File: src/rtl/ssd1306_spi_receiver_pkg.sv
// Shared constants for the SSD1306 SPI receiver: opcodes, reset values, addressing modes, parser states.
package ssd1306_spi_receiver_pkg;

    localparam logic [7:0] OP_DISPLAY_OFF  = 8'hAE;
    localparam logic [7:0] OP_DISPLAY_ON   = 8'hAF;
    localparam logic [7:0] OP_SEG_REMAP0   = 8'hA0;
    localparam logic [7:0] OP_SEG_REMAP1   = 8'hA1;
    localparam logic [7:0] OP_COM_SCAN_INC = 8'hC0;
    localparam logic [7:0] OP_COM_SCAN_DEC = 8'hC8;
    localparam logic [7:0] OP_CONTRAST     = 8'h81;
    localparam logic [7:0] OP_CHARGE_PUMP  = 8'h8D;
    localparam logic [7:0] OP_PRECHARGE    = 8'hD9;
    localparam logic [7:0] OP_COM_PINS     = 8'hDA;
    localparam logic [7:0] OP_ADDR_MODE    = 8'h20;

    localparam logic [1:0] ADDR_HORIZONTAL = 2'b00;
    localparam logic [1:0] ADDR_VERTICAL   = 2'b01;
    localparam logic [1:0] ADDR_PAGE       = 2'b10;
    localparam logic [1:0] ADDR_INVALID    = 2'b11;

    localparam logic [7:0] RST_CONTRAST  = 8'h7F;
    localparam logic [7:0] RST_PRECHARGE = 8'h22;
    localparam logic [7:0] RST_COM_PINS  = 8'h12;

    typedef enum logic {
        ST_OPCODE = 1'b0,
        ST_ARG    = 1'b1
    } parser_state_e;

    // Opcodes whose following command byte is an argument.
    function automatic logic takes_arg(input logic [7:0] op);
        return (op == OP_CONTRAST) || (op == OP_CHARGE_PUMP) || (op == OP_PRECHARGE) ||
               (op == OP_COM_PINS) || (op == OP_ADDR_MODE);
    endfunction

endpackage

File: src/rtl/ssd1306_spi_receiver_deserializer.sv
// SPI mode-0 byte deserializer: pin synchronisers, SCLK/CS# edge detect, shift register, bit counter.
// Byte strobes are combinational so the parent can register them on the third clk after the pin edge.
module ssd1306_spi_receiver_deserializer (
    input  logic       clk,
    input  logic       rst,
    input  logic       cs,
    input  logic       sclk,
    input  logic       sdin,
    input  logic       dc,
    input  logic       res_n,
    output logic       clear_c,
    output logic       byte_valid_c,
    output logic [7:0] byte_c,
    output logic       is_data_c,
    output logic       protocol_error_c
);

    logic [1:0] cs_sync;
    logic [1:0] sclk_sync;
    logic [1:0] sdin_sync;
    logic [1:0] dc_sync;
    logic [1:0] res_sync;
    logic       cs_prev;
    logic       sclk_prev;
    logic [6:0] shift;
    logic [2:0] bit_cnt;
    logic       sclk_edge;
    logic       cs_rise;

    // An edge in the same cycle CS# is seen rising still counts (cs_prev low).
    assign sclk_edge = sclk_sync[1] && !sclk_prev && (!cs_sync[1] || !cs_prev);
    assign cs_rise   = cs_sync[1] && !cs_prev;

    assign clear_c          = rst || !res_sync[1];
    assign byte_valid_c     = !clear_c && sclk_edge && (bit_cnt == 3'd7);
    assign byte_c           = {shift, sdin_sync[1]};
    assign is_data_c        = dc_sync[1];
    assign protocol_error_c = !clear_c && cs_rise && (bit_cnt != 3'd0) && !byte_valid_c;

    always_ff @(posedge clk) begin
        if (rst) begin
            cs_sync   <= 2'b11;
            sclk_sync <= 2'b00;
            sdin_sync <= 2'b00;
            dc_sync   <= 2'b00;
            res_sync  <= 2'b00;
            cs_prev   <= 1'b1;
            sclk_prev <= 1'b0;
            shift     <= 7'd0;
            bit_cnt   <= 3'd0;
        end else begin
            cs_sync   <= {cs_sync[0], cs};
            sclk_sync <= {sclk_sync[0], sclk};
            sdin_sync <= {sdin_sync[0], sdin};
            dc_sync   <= {dc_sync[0], dc};
            res_sync  <= {res_sync[0], res_n};
            cs_prev   <= cs_sync[1];
            sclk_prev <= sclk_sync[1];
            if (clear_c) begin
                shift   <= 7'd0;
                bit_cnt <= 3'd0;
            end else if (sclk_edge) begin
                shift   <= byte_c[6:0];
                bit_cnt <= bit_cnt + 3'd1;
            end else if (cs_rise) begin
                bit_cnt <= 3'd0;
            end
        end
    end

endmodule

File: src/rtl/ssd1306_spi_receiver.sv
// SSD1306 4-wire SPI display-side endpoint: command parser, shadow configuration and framebuffer
// write port with auto-incrementing address pointer.
module ssd1306_spi_receiver
    import ssd1306_spi_receiver_pkg::*;
#(
    parameter int unsigned COLUMNS = 128,
    parameter int unsigned PAGES   = 4
) (
    input  logic                                clk,
    input  logic                                rst,
    input  logic                                ssd1306_cs,
    input  logic                                ssd1306_sclk,
    input  logic                                ssd1306_sdin,
    input  logic                                ssd1306_dc,
    input  logic                                ssd1306_reset,
    output logic                                byte_valid,
    output logic                                byte_is_data,
    output logic [7:0]                          byte_out,
    output logic                                fb_we,
    output logic [$clog2(COLUMNS*PAGES)-1:0]    fb_addr,
    output logic [7:0]                          fb_data,
    output logic                                display_on,
    output logic                                charge_pump_en,
    output logic                                seg_remap,
    output logic                                com_scan_rev,
    output logic [7:0]                          contrast,
    output logic [7:0]                          precharge,
    output logic [7:0]                          com_pins,
    output logic [1:0]                          addr_mode,
    output logic                                protocol_error
);

    localparam int unsigned AW = $clog2(COLUMNS * PAGES);
    localparam int unsigned CW = $clog2(COLUMNS);
    localparam int unsigned PW = (PAGES > 1) ? $clog2(PAGES) : 1;

    logic          clear_c;
    logic          dser_valid_c;
    logic [7:0]    dser_byte_c;
    logic          dser_is_data_c;
    logic          dser_error_c;

    parser_state_e state_q, state_d;
    logic [7:0]    opcode_q, opcode_d;
    logic [CW-1:0] col_q, col_d, col_next;
    logic [PW-1:0] page_q, page_d, page_next;

    logic          byte_valid_d, byte_is_data_d, fb_we_d, protocol_error_d;
    logic [7:0]    byte_out_d, fb_data_d;
    logic [AW-1:0] fb_addr_d;
    logic          display_on_d, charge_pump_en_d, seg_remap_d, com_scan_rev_d;
    logic [7:0]    contrast_d, precharge_d, com_pins_d;
    logic [1:0]    addr_mode_d;
    logic          last_col, last_page;

    ssd1306_spi_receiver_deserializer u_deser (
        .clk              (clk),
        .rst              (rst),
        .cs               (ssd1306_cs),
        .sclk             (ssd1306_sclk),
        .sdin             (ssd1306_sdin),
        .dc               (ssd1306_dc),
        .res_n            (ssd1306_reset),
        .clear_c          (clear_c),
        .byte_valid_c     (dser_valid_c),
        .byte_c           (dser_byte_c),
        .is_data_c        (dser_is_data_c),
        .protocol_error_c (dser_error_c)
    );

    assign last_col  = (col_q == CW'(COLUMNS - 1));
    assign last_page = (page_q == PW'(PAGES - 1));

    // Pointer position following a framebuffer write in the current addressing mode.
    always_comb begin
        col_next  = col_q;
        page_next = page_q;
        case (addr_mode)
            ADDR_HORIZONTAL: begin
                if (last_col) begin
                    col_next  = '0;
                    page_next = last_page ? '0 : page_q + PW'(1);
                end else begin
                    col_next = col_q + CW'(1);
                end
            end
            ADDR_VERTICAL: begin
                if (last_page) begin
                    page_next = '0;
                    col_next  = last_col ? '0 : col_q + CW'(1);
                end else begin
                    page_next = page_q + PW'(1);
                end
            end
            default: col_next = last_col ? '0 : col_q + CW'(1);
        endcase
    end

    // Parser next-state, configuration decode and framebuffer write generation.
    always_comb begin
        state_d          = state_q;
        opcode_d         = opcode_q;
        col_d            = col_q;
        page_d           = page_q;
        byte_valid_d     = 1'b0;
        byte_is_data_d   = byte_is_data;
        byte_out_d       = byte_out;
        fb_we_d          = 1'b0;
        fb_addr_d        = fb_addr;
        fb_data_d        = fb_data;
        protocol_error_d = dser_error_c;
        display_on_d     = display_on;
        charge_pump_en_d = charge_pump_en;
        seg_remap_d      = seg_remap;
        com_scan_rev_d   = com_scan_rev;
        contrast_d       = contrast;
        precharge_d      = precharge;
        com_pins_d       = com_pins;
        addr_mode_d      = addr_mode;

        if (dser_valid_c) begin
            byte_valid_d   = 1'b1;
            byte_is_data_d = dser_is_data_c;
            byte_out_d     = dser_byte_c;
            if (dser_is_data_c) begin
                fb_we_d   = 1'b1;
                fb_addr_d = AW'(page_q) * AW'(COLUMNS) + AW'(col_q);
                fb_data_d = dser_byte_c;
                col_d     = col_next;
                page_d    = page_next;
                if (state_q == ST_ARG) begin
                    protocol_error_d = 1'b1;
                    state_d          = ST_OPCODE;
                end
            end else begin
                case (state_q)
                    ST_OPCODE: begin
                        case (dser_byte_c)
                            OP_DISPLAY_OFF:  display_on_d   = 1'b0;
                            OP_DISPLAY_ON:   display_on_d   = 1'b1;
                            OP_SEG_REMAP0:   seg_remap_d    = 1'b0;
                            OP_SEG_REMAP1:   seg_remap_d    = 1'b1;
                            OP_COM_SCAN_INC: com_scan_rev_d = 1'b0;
                            OP_COM_SCAN_DEC: com_scan_rev_d = 1'b1;
                            default: begin
                                if (takes_arg(dser_byte_c)) begin
                                    opcode_d = dser_byte_c;
                                    state_d  = ST_ARG;
                                end
                            end
                        endcase
                    end
                    ST_ARG: begin
                        case (opcode_q)
                            OP_CONTRAST:    contrast_d       = dser_byte_c;
                            OP_CHARGE_PUMP: charge_pump_en_d = dser_byte_c[2];
                            OP_PRECHARGE:   precharge_d      = dser_byte_c;
                            OP_COM_PINS:    com_pins_d       = dser_byte_c;
                            OP_ADDR_MODE: begin
                                if (dser_byte_c[1:0] != ADDR_INVALID) begin
                                    addr_mode_d = dser_byte_c[1:0];
                                end
                            end
                            default: ;
                        endcase
                        state_d = ST_OPCODE;
                    end
                    default: state_d = ST_OPCODE;
                endcase
            end
        end
    end

    always_ff @(posedge clk) begin
        if (clear_c) begin
            state_q        <= ST_OPCODE;
            opcode_q       <= 8'd0;
            col_q          <= '0;
            page_q         <= '0;
            byte_valid     <= 1'b0;
            byte_is_data   <= 1'b0;
            byte_out       <= 8'd0;
            fb_we          <= 1'b0;
            fb_addr        <= '0;
            fb_data        <= 8'd0;
            protocol_error <= 1'b0;
            display_on     <= 1'b0;
            charge_pump_en <= 1'b0;
            seg_remap      <= 1'b0;
            com_scan_rev   <= 1'b0;
            contrast       <= RST_CONTRAST;
            precharge      <= RST_PRECHARGE;
            com_pins       <= RST_COM_PINS;
            addr_mode      <= ADDR_PAGE;
        end else begin
            state_q        <= state_d;
            opcode_q       <= opcode_d;
            col_q          <= col_d;
            page_q         <= page_d;
            byte_valid     <= byte_valid_d;
            byte_is_data   <= byte_is_data_d;
            byte_out       <= byte_out_d;
            fb_we          <= fb_we_d;
            fb_addr        <= fb_addr_d;
            fb_data        <= fb_data_d;
            protocol_error <= protocol_error_d;
            display_on     <= display_on_d;
            charge_pump_en <= charge_pump_en_d;
            seg_remap      <= seg_remap_d;
            com_scan_rev   <= com_scan_rev_d;
            contrast       <= contrast_d;
            precharge      <= precharge_d;
            com_pins       <= com_pins_d;
            addr_mode      <= addr_mode_d;
        end
    end

endmodule

File: config.mk
export PLATFORM = sky130hd
export DESIGN_NAME = ssd1306_spi_receiver
export DESIGN_NICKNAME = d
export VERILOG_FILES = /design/src/rtl/ssd1306_spi_receiver_pkg.sv /design/src/rtl/ssd1306_spi_receiver_deserializer.sv /design/src/rtl/ssd1306_spi_receiver.sv
export SDC_FILE = /design/constraint.sdc
export NUM_CORES = 1
export LEC_CHECK = 0
export ABC_AREA = 0
export BUFFER_PORTS_ARGS = -buffer_cell sky130_fd_sc_hd__clkbuf_2
export CAP_MARGIN = 20
export CORE_ASPECT_RATIO = 1.1
export CORE_MARGIN = 10
export CORE_UTILIZATION = 55
export DETAILED_ROUTE_END_ITERATION = 16
export PLACE_DENSITY = 0.76
export RECOVER_POWER = 100
export SETUP_SLACK_MARGIN = 0.4
export SLEW_MARGIN = 20
export SYNTH_ARGS = -nofsm -noshare
export SYNTH_HDL_FRONTEND = slang
export SYNTH_SLANG_ARGS = --single-unit
File: constraint.sdc
create_clock -name clk -period 3 [get_ports clk]
set_clock_uncertainty 0.15 [all_clocks]
set_input_delay 0.3 -clock clk [delete_from_list [all_inputs] [get_ports clk]]
set_output_delay 0.3 -clock clk [all_outputs]
set_load 0.05 [all_outputs]
==> results.sh, run 1 <==
export IMPL_final_cell_area_sq_mm=0.00429
export IMPL_clock_fmax_mhz=390
export IMPL_crit_fanout=23
export IMPL_grt_pass1_vias=2881
export IMPL_clkSlewWorstSetupHoldPaths_ps=100
export IMPL_fin_crit_ps=2560
export IMPL_io_buffers=65
export IMPL_crit_path_start_kind="flip-flop"
export IMPL_yosys_warnings=0
export IMPL_vias=3021
export IMPL_syn_cell_area_sq_mm=0.00382
export IMPL_final_period_utilization=0.854
export IMPL_cp_cell_sequence="ha_1 > ha_1 > and3b_1 > nand3_4 > nor3_2 > mux2i_1 > nor2_1"
export IMPL_yosysSeqAreaShare=0.518
export IMPL_clkLatencyLatePin_ps=370
export IMPL_synth_edff_count=0
export IMPL_instances_no_fill=569
export IMPL_outcome="completed"
export IMPL_max_vdd_ir_drop_v=0.000315
export IMPL_hpwl_um=5870
export IMPL_synth_async_reset_ratio=0
export IMPL_crit_arrival_ps=2650
export IMPL_cts_root_buf="clkbuf_8"
export IMPL_cp_required_ps=3090
export IMPL_cts_sinks=99
export IMPL_syn_area_per_cell_sq_um=9.00
export IMPL_crit_family="simple AND/OR/NAND/NOR gates"
export IMPL_grt_use_total=0.164
export IMPL_ys_types=43
export IMPL_drv_cap=0
export IMPL_die_height_um=107
export IMPL_routabilityCongestion=0.827
export IMPL_numCtsBuffers=9
export IMPL_yosys_top_cells_count="dfxtp_1 (99), nand2_1 (93), nor2_1 (42)"
export IMPL_antenna_found_initial=0
export IMPL_slew_headroom=0.408
export IMPL_std_cell_rows=31
export IMPL_endpoint_kind="flip-flop"
export IMPL_slowest_stage="nor3_2"
export IMPL_yosysMostFrequentCell="dfxtp_1"
export IMPL_drc_errors=0
export IMPL_crit_top_cell="ha_1"
export IMPL_wire_per_inst_um=15.3
export IMPL_hold_class="primary input to flip-flop"
export IMPL_dr_pass1_iters=4
export IMPL_syn_inst=425
export IMPL_pre_cts_slack_ps=603
export IMPL_initial_utilization=0.573
export IMPL_viasPerCell=5.31
export IMPL_fillers=601
export IMPL_first_iter_violations=183
export IMPL_synthDominantCellAreaShare=0.518
export IMPL_finalSetupTns_ps=0
export IMPL_synth_area_leaders="dfxtp_1 (52%), mux2i_1 (11%), nand2_1 (9.1%)"
export IMPL_dp_cells=548
export IMPL_power_leakage_nw=1.41
export IMPL_antennaDiodeCount=0
export IMPL_final_nets=494
export IMPL_rsz0062_at_grt="false"
export IMPL_setup_violations=0
export IMPL_tightest_slew_ps=883
export IMPL_path_buf_inv=0
export IMPL_grt_pass1_wl_um=14200
export IMPL_cpPeakStageDelay_ps=810
export IMPL_routed_wl_um=8690
export IMPL_clockBufferDepth=2
export IMPL_die_area_sq_mm=0.0107
export IMPL_hold_viol=0
export IMPL_maxSlewViolCount=0
export IMPL_synthFlopType="dfxtp_1"
export IMPL_drive_gt1_frac=0.0678
export IMPL_fin_ws_ps=439
export IMPL_cts_setup_buffers=0
export IMPL_path_class="flip-flop to flip-flop"
export IMPL_ant_nets=0
export IMPL_synth_seq_cells=99
export IMPL_cts_tree="done"
export IMPL_power_density_mw_per_mm2=497
export IMPL_synth_top_area_cell="dfxtp_1"
export IMPL_ios=66
export IMPL_core_area_sq_mm=0.00667
export IMPL_grt_max_degree=70
export IMPL_r2r_slack_ps=440
export IMPL_synth_fp_nets=437
export IMPL_placed_cell_area_sq_mm=0.00417
export IMPL_grt_overflow=0
export IMPL_htree_levels=3
export IMPL_area_growth_pct=12.1
export IMPL_die_w_um=99.5
-- registers in the layout, summed over array words and instances, names as in the netlist, 2 cells and up --
name and count:
u_deser.res_sync 2, opcode_q 8, u_deser.cs_sync 2, col_q 7
contrast 8, com_pins 8, precharge 8, u_deser.dc_sync 2
u_deser.shift 7, fb_data 8, addr_mode 2, byte_out 8
u_deser.sdin_sync 2, u_deser.sclk_sync 2, u_deser.bit_cnt 3, page_q 2
fb_addr 9
-- report_power, final --
| group | switching [mW] | total, mW | internal, mW |
|---|---|---|---|
| Clock | 0.461 | 0.772 | 0.311 |
| Combinational | 0.0198 | 0.0350 | 0.0152 |
| Sequential | 0.00584 | 1.33 | 1.32 |
-- metal layers --
metal	global-route usage	wire length [um]	vias up	part of all wire
met5	0	0	-	0
met4	0.0902	193	0	0.022
met2	0.284	4420	48	0.51
li1	-	-	1530	-
met3	0.0379	384	17	0.044
met1	0.180	3690	1426	0.42
-- path summary, 6_finish.rpt --
kind,startpoint,endpoint,depth (start not counted)
max,u_deser.bit_cnt[0]$_SDFFE_PP0P_,precharge[3]$_SDFFE_PP0P_,7
min,rst,u_deser.sclk_sync[0]$_SDFF_PP0_,2
max reg2reg,u_deser.bit_cnt[0]$_SDFFE_PP0P_,precharge[3]$_SDFFE_PP0P_,7
min reg2reg,u_deser.cs_sync[0]$_SDFF_PP1_,u_deser.cs_sync[1]$_SDFF_PP1_,1
-- repair_timing --
action	in CTS	in global routing
gates resized for setup	0	0
hold buffers	5	0
setup endpoints to repair	0	1
hold endpoints to repair	5	0
-- placed cells by master, fill, tap and decap left out, types with 2 or more instances in the layout --
cell	instances
dfxtp_1	99
nand2_1	93
clkbuf_1	62
nor2_1	42
mux2i_1	41
a21oi_1	37
nand3_1	11
nor2b_1	10
clkbuf_8	9
nor3_1	7
nand4_1	6
clkbuf_2	6
ha_1	5
dlygate4sd3_1	5
inv_1	4
or2_2	4
and2b_1	3
nor4b_1	3
xnor2_1	3
inv_6	3
buf_4	3
nor3b_1	2
nor3_2	2
or4_1	2
nor4_1	2
xor2_1	2
a211oi_1	2
-- through the flow --
stage               total power [mW]  hold slack [ps]   util
floorplan                       1.38              222      -
global placement                1.39              242  0.625
detailed placement              1.39              273  0.625
CTS                             2.15              104  0.658
global route                    2.20              146  0.643
finish                          2.13              113  0.643
-- cell type report --
cell class / count / area, sq um / area share
clock buffers: 10 / 128 / 0.0298
clock inverters: 6 / 47.5 / 0.0111
inverters: 5 / 18.8 / 0.00438
multi-input cells: 292 / 1680 / 0.391
flip-flops and latches: 99 / 1980 / 0.462
well taps: 82 / 103 / 0.0239
repair buffers: 75 / 332 / 0.0773
-- cell families after synthesis --
kind of cell | after synthesis | share of synthesized area
flops | 99 | 0.518
simple gates | 198 | 0.249
buf+inv | 34 | 0.0373
compound gates | 43 | 0.0602
xor+xnor | 5 | 0.0115
mux | 41 | 0.107
fa+ha+maj | 5 | 0.0164
No activity file was read; power rests on OpenSTA's default activity.
==> run 2, diff against run 1 <==
ABC_AREA = 1   (was 0)
CORE_MARGIN = unset   (was 10)
==> run 2 against run 1 <==
Utilization decreased by 0.95 points. Final cell count rose by 12%. Via count rose by 12%. Global-route usage grew 7.5 points. Largest power group unchanged. Clock power grew 2.7%.
==> results.sh, run 2 <==
export IMPL_grt_pass1_wl_um=14600
export IMPL_fin_crit_ps=2370
export IMPL_rsz0062_at_grt="false"
export IMPL_r2r_cells=9
export IMPL_worstHoldStart="rst"
export IMPL_core_area_sq_mm=0.00701
export IMPL_cts_sinks=99
export IMPL_grt_use_total=0.238
export IMPL_outcome="completed"
export IMPL_die_height_um=91.1
export IMPL_report_power_total_mw=2.16
export IMPL_first_iter_violations=192
export IMPL_clock_fmax_mhz=423
export IMPL_syn_area_per_cell_sq_um=8.14
export IMPL_synth_async_reset_ratio=0
export IMPL_setup_violations=0
export IMPL_synthDominantCellAreaShare=0.500
export IMPL_grt_overflow=0
export IMPL_path_class="flip-flop to flip-flop"
export IMPL_fillers=660
export IMPL_final_period_utilization=0.789
export IMPL_synth_top_area_cell="dfxtp_1"
export IMPL_ff_latch_area_sq_mm=0.00198
export IMPL_cp_required_ps=3110
export IMPL_final_nets=561
export IMPL_power_leakage_nw=1.63
export IMPL_synth_edff_count=0
export IMPL_postCtsHoldBufs=5
export IMPL_ant_nets=0
export IMPL_largest_reg_flops=9
export IMPL_yosysMostFrequentCell="dfxtp_1"
export IMPL_initial_utilization=0.566
export IMPL_final_util=0.633
export IMPL_synth_area_leaders="dfxtp_1 (50%), nand2_1 (7.9%), a21oi_1 (6.4%)"
export IMPL_crit_fanout=17
export IMPL_routed_wl_um=8630
export IMPL_slew_headroom=0.576
export IMPL_area_growth_pct=11.9
export IMPL_multi_input_area_sq_mm=0.00163
export IMPL_crit_path_start_kind="flip-flop"
export IMPL_regMostFlops="fb_addr"
export IMPL_yosys_top_cells_count="dfxtp_1 (99), nand2_1 (83), a21oi_1 (51)"
export IMPL_std_cell_rows=32
export IMPL_hold_ws_ps=107
export IMPL_dr_pass1_iters=4
export IMPL_clkSlewWorstSetupHoldPaths_ps=90
export IMPL_wire_per_inst_um=13.5
export IMPL_viasPerCell=5.29
export IMPL_die_area_sq_mm=0.00755
export IMPL_syn_cell_area_sq_mm=0.00397
export IMPL_drive_gt1_frac=0.108
export IMPL_ys_types=34
export IMPL_yosys_warnings=0
export IMPL_hpwl_um=5960
export IMPL_tightest_slew_ps=634
export IMPL_die_w_um=83.0
export IMPL_synth_fp_nets=499
export IMPL_clockBufferDepth=2
export IMPL_crit_arrival_ps=2470
export IMPL_synthFlopType="dfxtp_1"
export IMPL_syn_inst=487
export IMPL_max_vdd_ir_drop_v=0.000328
export IMPL_hold_class="primary input to flip-flop"
export IMPL_timing_rr_end="opcode_q[6]$_SDFFE_PP0P_"
export IMPL_htree_levels=3
export IMPL_numCtsBuffers=9
export IMPL_drc_errors=0
export IMPL_antenna_found_initial=0
export IMPL_antennaDiodeCount=0
export IMPL_grt_max_degree=39
export IMPL_r2r_slack_ps=630
export IMPL_fin_ws_ps=634
export IMPL_cts_setup_buffers=0
export IMPL_pre_cts_slack_ps=835
export IMPL_vias=3382
export IMPL_cts_resized=0
export IMPL_grt_pass1_vias=3136
export IMPL_final_common_cell="dfxtp_1"
export IMPL_maxSlewViolCount=0
export IMPL_power_density_mw_per_mm2=487
export IMPL_ios=66
export IMPL_clkLatencyLatePin_ps=360
export IMPL_endpoint_kind="flip-flop"
export IMPL_io_buffers=65
export IMPL_crit_start="u_deser.sclk_sync[1]$_SDFF_PP0_"
export IMPL_crit_end="opcode_q[6]$_SDFFE_PP0P_"
export IMPL_finalSetupTns_ps=0
export IMPL_hold_viol=0
export IMPL_final_cell_mix="dfxtp_1 (99), nand2_1 (84), clkbuf_1 (59), a21oi_1 (51), nor2_1 (49)"
export IMPL_yosysSeqAreaShare=0.500
export IMPL_cts_tree="done"
export IMPL_synth_seq_cells=99
export IMPL_cts_root_buf="clkbuf_8"
export IMPL_r2r_start="u_deser.sclk_sync[1]$_SDFF_PP0_"
export IMPL_drv_cap=0
export IMPL_routabilityCongestion=0.851
export IMPL_holdPathStages=2
## run 2: cell count changes after synthesis, moves of 11 or more
cell,before,now
inv_1,4,44
nand3_1,11,23
clkbuf_1,22,11
mux2i_1,41,0
o211ai_1,0,12
a21oi_1,37,51
o21ai_0,1,39
## run 2: logic make-up (layout without fill, tap and decap cells)
logic type                 after synthesis  after routing  synth area share
AOI/OAI and AO/OA                      118            118             0.170
DFF                                     99             99             0.500
buffers and inverters                   75            142            0.0805
adders and majority gates                5              5            0.0158
and+or+nand+nor                        186            186             0.225
xor gates and xnor gates                 4              4           0.00883
## run 2: worst min path at each step
stage / to / slack (ps)
6_report: u_deser.sclk_sync[0]$_SDFF_PP0_ / 110
4_1_cts: u_deser.sclk_sync[0]$_SDFF_PP0_ / 100
5_1_grt: u_deser.sclk_prev$_SDFF_PP0_ / 130
3_5_place_dp: u_deser.sclk_sync[1]$_SDFF_PP0_ / 250
3_3_place_gp: u_deser.sdin_sync[1]$_SDFF_PP0_ / 240
2_1_floorplan: u_deser.dc_sync[1]$_SDFF_PP0_ / 240
## run 2: area by class of cell
cell class | count | area share
clock buffers | 9 | 0.0279
clock inverters | 7 | 0.0133
inverters | 54 | 0.0457
multi-input cells | 313 | 0.368
flip-flops and latches | 99 | 0.447
well taps | 85 | 0.0240
repair buffers | 72 | 0.0742
## run 2: layer usage
metal	vias up	part of all wire	wire (um)	global-route usage
met5	-	0	0	0
met4	0	0.014	125	0.0862
met1	1546	0.44	3820	0.296
met3	15	0.058	503	0.0509
met2	106	0.48	4180	0.406
li1	1715	-	-	-
## run 2: worst max-delay path, cell delays in order (launching register included)
cell	delay (ps)
dfxtp_1	320
inv_1	70
nor2_4	80
nand2_1	360
nor2_8	390
nand3_1	290
nor2_8	350
nand3_1	120
nand2_1	100
nor2_1	50
## run 2: power by group
group	leakage [nW]	total, mW	switching [mW]	internal [mW]
clock	0.0921	0.793	0.479	0.315
sequential	0.800	1.33	0.00503	1.32
combinational	0.741	0.0406	0.0247	0.0159
## run 2: per-stage QoR
| stage | area, sq um | cells |
|---|---|---|
| 2_1_floorplan | 3970 | 487 |
| 3_3_place_gp | 4310 | 618 |
| 3_5_place_dp | 4310 | 618 |
| 4_1_cts | 4540 | 639 |
| 5_1_grt | 4440 | 639 |
| 6_report | 4440 | 639 |
